**src/rtl/axi_pkg.sv**
```systemverilog
// Shared AXI4 encodings and the line-fill/write-back engine state type.
package axi_pkg;

  localparam logic [1:0] AXI_BURST_INCR = 2'b01;
  localparam logic [2:0] AXI_SIZE_4B    = 3'b010;
  localparam logic [1:0] AXI_RESP_OKAY  = 2'b00;

  typedef enum logic [2:0] {
    IDLE,
    AR,
    R,
    AW,
    W,
    B,
    DONE
  } axi_master_state_t;

endpackage

```
**src/rtl/dcache_axi_master.sv**
```systemverilog
// Data-cache line engine: turns one refill or write-back request into a single
// fixed-length 32-bit INCR burst on AXI4, one request in flight at a time.
module dcache_axi_master
  import axi_pkg::*;
#(
  parameter int LINE_WORDS = 8,
  parameter int ADDR_WIDTH = 32
) (
  input  logic                          clk,
  input  logic                          rst,
  input  logic                          req_valid,
  output logic                          req_ready,
  input  logic                          req_write,
  input  logic [ADDR_WIDTH-1:0]         req_addr,
  input  logic [LINE_WORDS*32-1:0]      req_wdata,
  output logic                          fill_valid,
  output logic [$clog2(LINE_WORDS)-1:0] fill_idx,
  output logic [31:0]                   fill_data,
  output logic                          done,
  output logic                          done_err,
  output logic                          axi_arid,
  output logic [31:0]                   axi_araddr,
  output logic [7:0]                    axi_arlen,
  output logic [2:0]                    axi_arsize,
  output logic [1:0]                    axi_arburst,
  output logic                          axi_arvalid,
  input  logic                          axi_arready,
  input  logic                          axi_rid,
  input  logic [31:0]                   axi_rdata,
  input  logic [1:0]                    axi_rresp,
  input  logic                          axi_rlast,
  input  logic                          axi_rvalid,
  output logic                          axi_rready,
  output logic                          axi_awid,
  output logic [31:0]                   axi_awaddr,
  output logic [7:0]                    axi_awlen,
  output logic [2:0]                    axi_awsize,
  output logic [1:0]                    axi_awburst,
  output logic                          axi_awvalid,
  input  logic                          axi_awready,
  output logic [31:0]                   axi_wdata,
  output logic [3:0]                    axi_wstrb,
  output logic                          axi_wlast,
  output logic                          axi_wvalid,
  input  logic                          axi_wready,
  input  logic                          axi_bid,
  input  logic [1:0]                    axi_bresp,
  input  logic                          axi_bvalid,
  output logic                          axi_bready
);

  localparam int IDX_W = $clog2(LINE_WORDS);
  localparam logic [IDX_W-1:0]      LAST_IDX = IDX_W'(LINE_WORDS - 1);
  localparam logic [ADDR_WIDTH-1:0] OFF_MASK = ADDR_WIDTH'(LINE_WORDS * 4 - 1);

  axi_master_state_t state, state_next;
  logic [ADDR_WIDTH-1:0]    addr_q;
  logic [LINE_WORDS*32-1:0] line_q;
  logic [IDX_W-1:0]         cnt;
  logic                     err_q;

  // Burst length comes from the beat counter, so rlast and the IDs are not needed.
  logic unused_axi;
  assign unused_axi = ^{axi_rid, axi_rlast, axi_bid};

  assign axi_arid    = 1'b0;
  assign axi_araddr  = 32'(addr_q);
  assign axi_arlen   = 8'(LINE_WORDS - 1);
  assign axi_arsize  = AXI_SIZE_4B;
  assign axi_arburst = AXI_BURST_INCR;
  assign axi_awid    = 1'b0;
  assign axi_awaddr  = 32'(addr_q);
  assign axi_awlen   = 8'(LINE_WORDS - 1);
  assign axi_awsize  = AXI_SIZE_4B;
  assign axi_awburst = AXI_BURST_INCR;
  assign axi_wstrb   = 4'hF;
  assign axi_wdata   = line_q[32*int'(cnt) +: 32];
  assign fill_idx    = cnt;
  assign fill_data   = axi_rdata;

  always_ff @(posedge clk or negedge rst) begin
    if (!rst) begin
      state  <= IDLE;
      addr_q <= '0;
      line_q <= '0;
      cnt    <= '0;
      err_q  <= 1'b0;
    end else begin
      state <= state_next;
      case (state)
        IDLE: begin
          cnt   <= '0;
          err_q <= 1'b0;
          if (req_valid) begin
            addr_q <= req_addr & ~OFF_MASK;
            line_q <= req_wdata;
          end
        end
        R: if (axi_rvalid) begin
          cnt <= cnt + IDX_W'(1);
          if (axi_rresp != AXI_RESP_OKAY) err_q <= 1'b1;
        end
        W: if (axi_wready) cnt <= cnt + IDX_W'(1);
        B: if (axi_bvalid && axi_bresp != AXI_RESP_OKAY) err_q <= 1'b1;
        default: ;
      endcase
    end
  end

  // The counter wraps to zero on the last beat, ready for the next request.
  always_comb begin
    state_next  = state;
    req_ready   = 1'b0;
    axi_arvalid = 1'b0;
    axi_rready  = 1'b0;
    axi_awvalid = 1'b0;
    axi_wvalid  = 1'b0;
    axi_wlast   = 1'b0;
    axi_bready  = 1'b0;
    fill_valid  = 1'b0;
    done        = 1'b0;
    done_err    = 1'b0;
    case (state)
      IDLE: begin
        req_ready = 1'b1;
        if (req_valid) state_next = req_write ? AW : AR;
      end
      AR: begin
        axi_arvalid = 1'b1;
        if (axi_arready) state_next = R;
      end
      R: begin
        axi_rready = 1'b1;
        fill_valid = axi_rvalid;
        if (axi_rvalid && cnt == LAST_IDX) state_next = DONE;
      end
      AW: begin
        axi_awvalid = 1'b1;
        if (axi_awready) state_next = W;
      end
      W: begin
        axi_wvalid = 1'b1;
        axi_wlast  = (cnt == LAST_IDX);
        if (axi_wready && cnt == LAST_IDX) state_next = B;
      end
      B: begin
        axi_bready = 1'b1;
        if (axi_bvalid) state_next = DONE;
      end
      DONE: begin
        done       = 1'b1;
        done_err   = err_q;
        state_next = IDLE;
      end
      default: state_next = IDLE;
    endcase
  end

endmodule
```
**config.mk**
```make
export PLATFORM = sky130hd
export DESIGN_NAME = dcache_axi_master
export DESIGN_NICKNAME = d
export VERILOG_FILES = /design/src/rtl/axi_pkg.sv /design/src/rtl/dcache_axi_master.sv
export SDC_FILE = /design/constraint.sdc
export NUM_CORES = 1
export LEC_CHECK = 0
export ABC_CLOCK_PERIOD_IN_PS = 2110
export CORE_AREA = 2 2 199 201
export CTS_CLUSTER_DIAMETER = 200
export DETAILED_ROUTE_END_ITERATION = 6
export DIE_AREA = 0 0 201 203
export GPL_ROUTABILITY_DRIVEN = 0
export GPL_TIMING_DRIVEN = 0
export PLACE_DENSITY = 0.78
export SLEW_MARGIN = 30
export SYNTH_ARGS = -nofsm -noshare
export SYNTH_HDL_FRONTEND = slang
export SYNTH_SLANG_ARGS = --single-unit
```
**constraint.sdc**
```tcl
create_clock -name clk -period 2.11 [get_ports clk]
set_input_delay 0.422 -clock clk [delete_from_list [all_inputs] [get_ports clk]]
set_output_delay 0.422 -clock clk [all_outputs]
set_load 0.05 [all_outputs]
```
==> metrics.cfg, run 1 <==
[placed_design]
dpl_cell_area_sq_um=20500
dp.cells=1860
port_buffers=426
post-dp-hpwl_um=31300
dp_slack_ns=-0.837

[synthesis]
synth-main-ff-cell=dfrtp_1
ys_types=34
netlist_top_cells_area=dfrtp_1 (48%), mux2_4 (27%), mux4_2 (9.5%)
synth-async-reset-ratio=1.00
ys_seq_area_frac=0.480
synth_edf_count=0
synthCells=872
yosysWarningCount=0
synth_area_sq_um=15100
ys_ff_latch=290
syn_area_per_cell_sq_um=17.3
synth_area_leader_cell=dfrtp_1
synth_top_area_frac=0.480

[finish]
postLayoutCoreUtil=0.563
drive_above_1_share=0.455
final-instance-count-excl-fill=1931
fin_area_sq_um=21600
register_area_sq_um=7260
syn_to_final_growth_pct=43.3
final_nets=1724
fillers=3104
multi_input_area_sq_um=6640
final_cell_mix=clkdlybuf4s50_1 (326), mux2_4 (302), dfrtp_1 (285)
final_common_cell=clkdlybuf4s50_1

[floorplanning]
placementRows=72
start_util=0.393
dieHeight_um=203
die_area_sq_um=40800
dieWidth_um=201
ios=509
core_sq_um=38500

[timing]
skew_ns=0.0113
finalHoldViolations=0
slew_headroom=0.641
rsz0062_at_grt=true
finalCritPeriodShare=1.28
fin_hold_ws_ns=0.386
finalMaxSlewViolations=0
finalSetupViolCount=33
fin_ws_ns=-0.598
min_period_ns=2.71
max_freq_mhz=369
worst_pin_slew_ns=0.541
fin_tns_setup_ns=-17.62

[critical_path]
crit_required_ns=1.69
crit_type=flop to primary output
crit_path_frequent_cell=buf_12
path_cells=buf_12 -> buf_12 -> mux4_2 -> mux2_4 -> buf_6
critPathLaunchType=flop
crit_family=multiplexers
path_buf_inv=3
critPathMaxStageDelay_ns=0.56
end_kind=primary output
crit_arrival_ns=2.29
critPathSlowestCell=mux4_2
cp_max_fo=10

[cts]
h-tree-depth=2
insertion_delay_ns=0.53
path_clk_slew_ns=0.06
tritoncts=done
cts-root-buf=clkbuf_16
cts_made_buffers=35
max-clock-path-buffers=3
cts_sinks=290

[routing]
drt_iter0_markers=257
ant_nets=0
wirelength_um=42700
vias=9231
avgViaCountPerCell=4.78
wire_per_inst_um=22.1
drc=0
drtPass1Iterations=4

[pwr]
p_leak_nw=9.63
peakVddDrop_uv=945
finalPower_mw=36.1
powerDensity_nw_per_um2=1670

[status]
violations=setup timing
status=complete, but fails checks

[grt]
antenna_found_initial=7
grt_util_all_layers=0.208
grt_pass1_vias=10300
grt_max_degree=80
grt_pass1_wl_um=63900
gr-total-overflow=0

[job]
maxCapViolCount=0

[hold_path]
holdCritPathClass=input pin to asynchronous set/reset pin

worst reg2reg max path, delay by kind of cell, from the launching register on:
| family | cells | cell delay (ns) |
|---|---|---|
| flip-flops | 1 | 0.47 |
| multiplexers | 1 | 0.33 |
| buffers and inverters | 3 | 0.52 |
| AND/OR/NAND/NOR | 2 | 0.43 |
layout make-up:
class                      count  area share
timing repair buffer         437       0.202
clock buffer                  50      0.0454
antenna                        5    0.000578
tap                          518      0.0299
clock inverter                 9     0.00237
buffer                       155      0.0771
inverter                       1    0.000173
sequential                   290       0.336
multi-input combinational    466       0.307
repair_timing:
item / in CTS / in global routing
hold endpoints to repair: 46 / 0
setup endpoints to repair: 99 / 40
pin swaps: 1 / 0
gates resized for setup: 358 / 25
hold buffers: 1 / 0
setup buffers: 4 / 2
Yosys cell counts (2+ instances only):
master,n
and2_1,5
and3_1,2
buf_12,30
buf_2,7
buf_4,103
buf_6,7
clkbuf_1,8
conb_1,2
dfrtp_1,290
ha_1,2
mux2_1,13
mux2_2,35
mux2_4,270
mux4_2,64
nand2_1,4
nand2b_1,2
nor2_1,3
nor2b_1,4
nor3b_1,3
nor4bb_1,2
o21ai_0,3
metal layers:
layer	share of wire	global-route usage	routed length, um	vias to the layer above
li1	-	-	-	4040
met1	0.41	0.265	17400	4737
met2	0.49	0.344	21000	367
met3	0.066	0.0478	2790	83
met4	0.033	0.0854	1400	4
met5	0.00073	0	31	-
sequential cells by signal, indices dropped and copies added, names as in the netlist:
register    cells
axi_araddr     27
err_q           1
fill_idx        3
line_q        256
state           3
cell families after synthesis:
| group | count (synthesis) | share of synthesized area |
|---|---|---|
| muxes | 383 | 0.400 |
| other | 2 | 0.000497 |
| adders and majority gates | 2 | 0.00166 |
| DFF | 290 | 0.480 |
| xor gates and xnor gates | 1 | 0.000580 |
| buffers and inverters | 156 | 0.101 |
| AOI/OAI and AO/OA | 10 | 0.00439 |
| and+or+nand+nor | 28 | 0.0115 |
worst paths after layout:
kind                                   from       endpoint  slack [ns]  depth (start not counted)
worst max register to register     state[0]    line_q[229]        0.22                          6
min in group clk                line_q[208]    line_q[208]        0.48                          1
max in group asynchronous               rst    line_q[143]        0.63                          4
worst min register to register  line_q[208]    line_q[208]        0.48                          1
worst min-delay path                    rst    line_q[224]        0.39                          2
worst max-delay path            fill_idx[1]  axi_wdata[16]       -0.60                          5
power by group:
group | internal (mW) | switching [mW] | total, mW
registers | 8.47 | 1.70 | 10.2
logic | 10.8 | 9.55 | 20.3
clock network | 3.23 | 2.38 | 5.61
total | 22.5 | 13.6 | 36.1
(Power assumes the default switching activity.)
==> run 2, diff against run 1 <==
--- a/config.mk
+++ b/config.mk
@@ -11,7 +11,6 @@
 export DETAILED_ROUTE_END_ITERATION = 6
 export DIE_AREA = 0 0 201 203
 export GPL_ROUTABILITY_DRIVEN = 0
-export GPL_TIMING_DRIVEN = 0
 export PLACE_DENSITY = 0.78
 export SLEW_MARGIN = 30
 export SYNTH_ARGS = -nofsm -noshare
==> run 2 against run 1 <==
Effect of this change: the run still ends with setup timing left; via count shrank 6.4%; critical endpoint is now axi_wdata[17]; largest power group unchanged; cell count shrank 5.6%; clock skew grew 0.0011 ns; hold slack gained 0.00083 ns; largest cell class unchanged; count of clock-buffer cells in the layout shrank 3.
==> metrics.cfg, run 2 (synthesis gave the netlist of run 1 again) <==
[status]
status=complete, but fails checks
violations=setup timing

[timing]
slew_headroom=0.645
min_period_ns=2.70
rsz0062_at_grt=true
finalSetupViolCount=34
fin_hold_ws_ns=0.387
worst_pin_slew_ns=0.534
max_freq_mhz=371
fin_ws_ns=-0.589
finalMaxSlewViolations=0
finalHoldViolations=0
finalCritPeriodShare=1.28
skew_ns=0.0123

[placed_design]
port_buffers=394
post-dp-hpwl_um=26700
dpl_cell_area_sq_um=19300
dp_slack_ns=-0.114

[cts]
cts-root-buf=clkbuf_16
max-clock-path-buffers=3
cts_made_buffers=34
path_clk_slew_ns=0.06
h-tree-depth=2
tritoncts=done
insertion_delay_ns=0.54
cts_sinks=290

[pwr]
finalPower_mw=35.7
powerDensity_nw_per_um2=1710
p_leak_nw=9.20
peakVddDrop_uv=1100

[routing]
wire_per_inst_um=20.6
drt_iter0_markers=285
drtPass1Iterations=5
avgViaCountPerCell=4.74
drc=0
ant_nets=0
vias=8641
wirelength_um=37500

[job]
maxCapViolCount=0

[floorplanning]
dieHeight_um=203
dieWidth_um=201
core_sq_um=38500
placementRows=72
start_util=0.393
die_area_sq_um=40800
ios=509

[critical_path]
critPathLaunchType=flop
crit_arrival_ns=2.28
crit_end=axi_wdata[17]
startpoint=fill_idx[1]
r2r.worst_path.cells=9
rr_endpoint=state[0]
cp_max_fo=6
rrSetupSlack_ns=0.13
crit_required_ns=1.69
r2r-start=fill_idx[1]
crit_type=flop to primary output
end_kind=primary output

[grt]
grt_pass1_wl_um=57700
gr-total-overflow=0
antenna_found_initial=4
grt_pass1_vias=9815
grt_max_degree=73
grt_util_all_layers=0.182

[finish]
postLayoutCoreUtil=0.542
syn_to_final_growth_pct=38.1
top_register=line_q
final_nets=1621
final_common_cell=mux2_4
fin_area_sq_um=20900
largest_reg_flops=256
drive_above_1_share=0.442
final_cell_mix=mux2_4 (302), clkdlybuf4s50_1 (294), dfrtp_1 (286)

[hold_path]
holdCritPathClass=input pin to asynchronous set/reset pin

[run 2: cell count changes in the layout (fill, tap and decap cells not counted), sizes merged]
cell | previous run | this run
buf | 203 | 140
clkdlybuf4s50 | 326 | 294
clkbuf | 56 | 48
diode | 5 | 3
dlygate4sd2 | 56 | 54
clkinv | 7 | 8
clkinvlp | 1 | 0
inv | 2 | 1
[run 2: worst max-delay path, stage by stage (launching register included)]
cell and delay [ns]:
dfrtp_4 0.46, buf_12 0.16, buf_16 0.14, mux4_2 0.54, mux2_4 0.29, buf_6 0.15
[run 2: repair_timing]
action | CTS | global route
pin swaps | 0 | 1
hold endpoints to repair | 36 | 0
hold buffers | 1 | 0
setup endpoints to repair | 91 | 42
resized for setup | 115 | 7
buffers inserted | 12 | 9
gates cloned | 4 | 2
[run 2: cell type report]
type	count	area, sq um
inverter	1	3.75
sequential	290	7270
antenna	3	7.51
multi-input combinational	466	6640
fill	3097	17600
timing repair buffer	490	5220
tap	518	648
clock inverter	8	43.8
clock buffer	47	1020
[run 2: per-layer routing]
metal / part of all wire / vias up / GRT usage
met1: 0.40 / 4442 / 0.225
met4: 0.026 / 0 / 0.0627
met5: 0 / - / 0
met2: 0.50 / 296 / 0.305
li1: - / 3828 / -
met3: 0.067 / 75 / 0.0551
[run 2: power by group]
part / switching (mW) / internal [mW] / leakage [nW]
Sequential: 1.74 / 8.47 / 3.42
Clock: 2.33 / 3.37 / 0.535
Combinational: 9.07 / 10.7 / 5.24
Total: 13.1 / 22.5 / 9.20
[run 2: worst min path at each step]
stage / startpoint / to / slack [ns] / depth (start not counted)
after floorplan: rst / axi_araddr[10] / 0.13 / 0
after global placement: rst / line_q[227] / 0.35 / 1
after detailed placement: rst / line_q[227] / 0.35 / 1
after CTS: rst / line_q[102] / 0.37 / 2
after global routing: rst / line_q[227] / 0.40 / 2
final: rst / line_q[227] / 0.39 / 2
[run 2: metrics by stage]
stage                     instances  setup TNS, ns
after floorplan                 912          -1.08
after global placement         1740          -2.19
after detailed placement       1740          -2.49
after CTS                      1812         -20.78
after global routing           1823         -21.03
final                          1823         -18.38
==> run 3, diff against run 2 <==
--- a/config.mk
+++ b/config.mk
@@ -8,6 +8,7 @@
 export ABC_CLOCK_PERIOD_IN_PS = 2110
 export CORE_AREA = 2 2 199 201
 export CTS_CLUSTER_DIAMETER = 200
+export CTS_CLUSTER_SIZE = 10
 export DETAILED_ROUTE_END_ITERATION = 6
 export DIE_AREA = 0 0 201 203
 export GPL_ROUTABILITY_DRIVEN = 0
==> run 3 against run 2 <==
Effect of this change: critical path depth unchanged; hold slack improved by 0.0097 ns; largest cell class unchanged; via count decreased by 0.25%; worst setup slack improved by 0.019 ns; first-iteration DRC count decreased by 1.1%; critical path type unchanged; routed wire length decreased by 0.44%; clock power decreased by 8.2%; highest routed layer unchanged; count of clock-buffer cells in the layout decreased by 8; the flow still finishes with violations (setup timing); final area decreased by 0.73%.
==> metrics.cfg, run 3 (synthesis gave the netlist of run 1 again) <==
[cts]
tritoncts=done
insertion_delay_ns=0.51
h-tree-depth=2
cts-root-buf=clkbuf_16
path_clk_slew_ns=0.06
max-clock-path-buffers=3
cts_sinks=290
cts_made_buffers=34

[floorplanning]
dieHeight_um=203
die_area_sq_um=40800
ios=509
dieWidth_um=201
placementRows=72
core_sq_um=38500
start_util=0.393

[placed_design]
port_buffers=394
post-dp-hpwl_um=26700
dpl_cell_area_sq_um=19300

[hold_path]
holdCritPathClass=input pin to asynchronous set/reset pin

[finish]
top_register=line_q
largest_reg_flops=256
final_nets=1623
final_common_cell=mux2_4
drive_above_1_share=0.436
postLayoutCoreUtil=0.538
syn_to_final_growth_pct=37.0
fin_area_sq_um=20700
final_cell_mix=mux2_4 (302), clkdlybuf4s50_1 (294), dfrtp_1 (287)

[timing]
finalMaxSlewViolations=0
fin_hold_ws_ns=0.397
finalCritPeriodShare=1.27
max_freq_mhz=373
slew_headroom=0.645
finalSetupViolCount=33
rsz0062_at_grt=true
skew_ns=0.0116
fin_ws_ns=-0.569
finalHoldViolations=0
fin_tns_setup_ns=-17.39
min_period_ns=2.68
worst_pin_slew_ns=0.534

[grt]
gr-total-overflow=0
grt_pass1_vias=9796
grt_util_all_layers=0.182
grt_pass1_wl_um=57400
antenna_found_initial=5
grt_max_degree=73

[critical_path]
crit_arrival_ns=2.26
r2r.worst_path.cells=7
cp_max_fo=6
critPathMaxStageDelay_ns=0.50
crit_type=flop to primary output
end_kind=primary output
path_buf_inv=3
rr_endpoint=fill_idx[2]
crit_family=multiplexers
critPathSlowestCell=mux4_2
crit_required_ns=1.69
rrSetupSlack_ns=0.23
startpoint=fill_idx[1]
r2r-start=fill_idx[1]
path_cells=buf_12 -> buf_6 -> mux4_2 -> mux2_4 -> buf_4
critPathLaunchType=flop

[job]
maxCapViolCount=0

[routing]
ant_nets=0
avgViaCountPerCell=4.76
vias=8619
wirelength_um=37300
wire_per_inst_um=20.6
drc=0
drt_iter0_markers=282
drtPass1Iterations=6

[pwr]
p_switching_mw=12.9
p_comb_frac=0.559
seq_power_share=0.292
switching_share=0.369
powerDensity_nw_per_um2=1700
p_int_mw=22.2
peakVddDrop_uv=1280
p_leak_nw=9.13
clkPwrFrac=0.149

[status]
status=complete, but fails checks
violations=setup timing

-- run 3: changes by cell type in the layout (fill, tap and decap cells not counted), moves of 2 or more --
| cell | previous run | this run |
|---|---|---|
| clkinv_2 | 7 | 0 |
| clkbuf_1 | 4 | 2 |
| buf_8 | 10 | 3 |
| buf_4 | 55 | 62 |
| clkbuf_8 | 6 | 0 |
-- run 3: worst max-delay path by stage --
| stage | cells after the start | endpoint | slack [ns] |
|---|---|---|---|
| after floorplan | 4 | axi_wdata[20] | -0.04 |
| after global placement | 5 | axi_wdata[15] | -0.11 |
| after detailed placement | 4 | axi_wdata[17] | -0.11 |
| after CTS | 5 | axi_wdata[29] | -0.62 |
| after global routing | 5 | axi_wdata[18] | -0.63 |
| final | 5 | axi_wdata[29] | -0.57 |
-- run 3: timing repair --
item,in CTS,in global routing
buffers inserted,11,10
pin swaps,0,1
hold endpoints to repair,36,0
gates cloned,3,2
endpoints found under the setup margin,91,39
hold buffers,1,0
resized for setup,100,4
-- run 3: power groups by stage --
stage / sequential, mW / clock (mW) / combinational (mW)
after floorplan: 10.6 / 0 / 14.5
after global placement: 10.1 / 0 / 18.8
after detailed placement: 10.3 / 0 / 19.1
after CTS: 10.3 / 5.41 / 19.6
after global routing: 10.6 / 5.63 / 20.5
final: 10.2 / 5.23 / 19.6
-- run 3: layer usage --
layer	track usage	up-vias	part of all wire
met5	0	-	0
met4	0.0693	0	0.027
met3	0.0510	75	0.066
met2	0.306	306	0.50
met1	0.223	4418	0.40
li1	-	3820	-
-- run 3: cell type report --
cell class	count	area [sq um]
flip-flops and latches	290	7270
fillers	3089	17800
well taps	518	648
repair buffers	492	5210
clock buffers	39	933
diodes	4	10.0
multi-input cells	466	6630
inverters	1	3.75
-- run 3: through the flow --
stage / worst slack [ns] / instances / total power, mW
3_3_place_gp: -0.107 / 1740 / 29.0
2_1_floorplan: -0.0408 / 912 / 25.1
6_report: -0.569 / 1810 / 35.1
5_1_grt: -0.629 / 1810 / 36.8
3_5_place_dp: -0.114 / 1740 / 29.4
4_1_cts: -0.615 / 1794 / 35.3
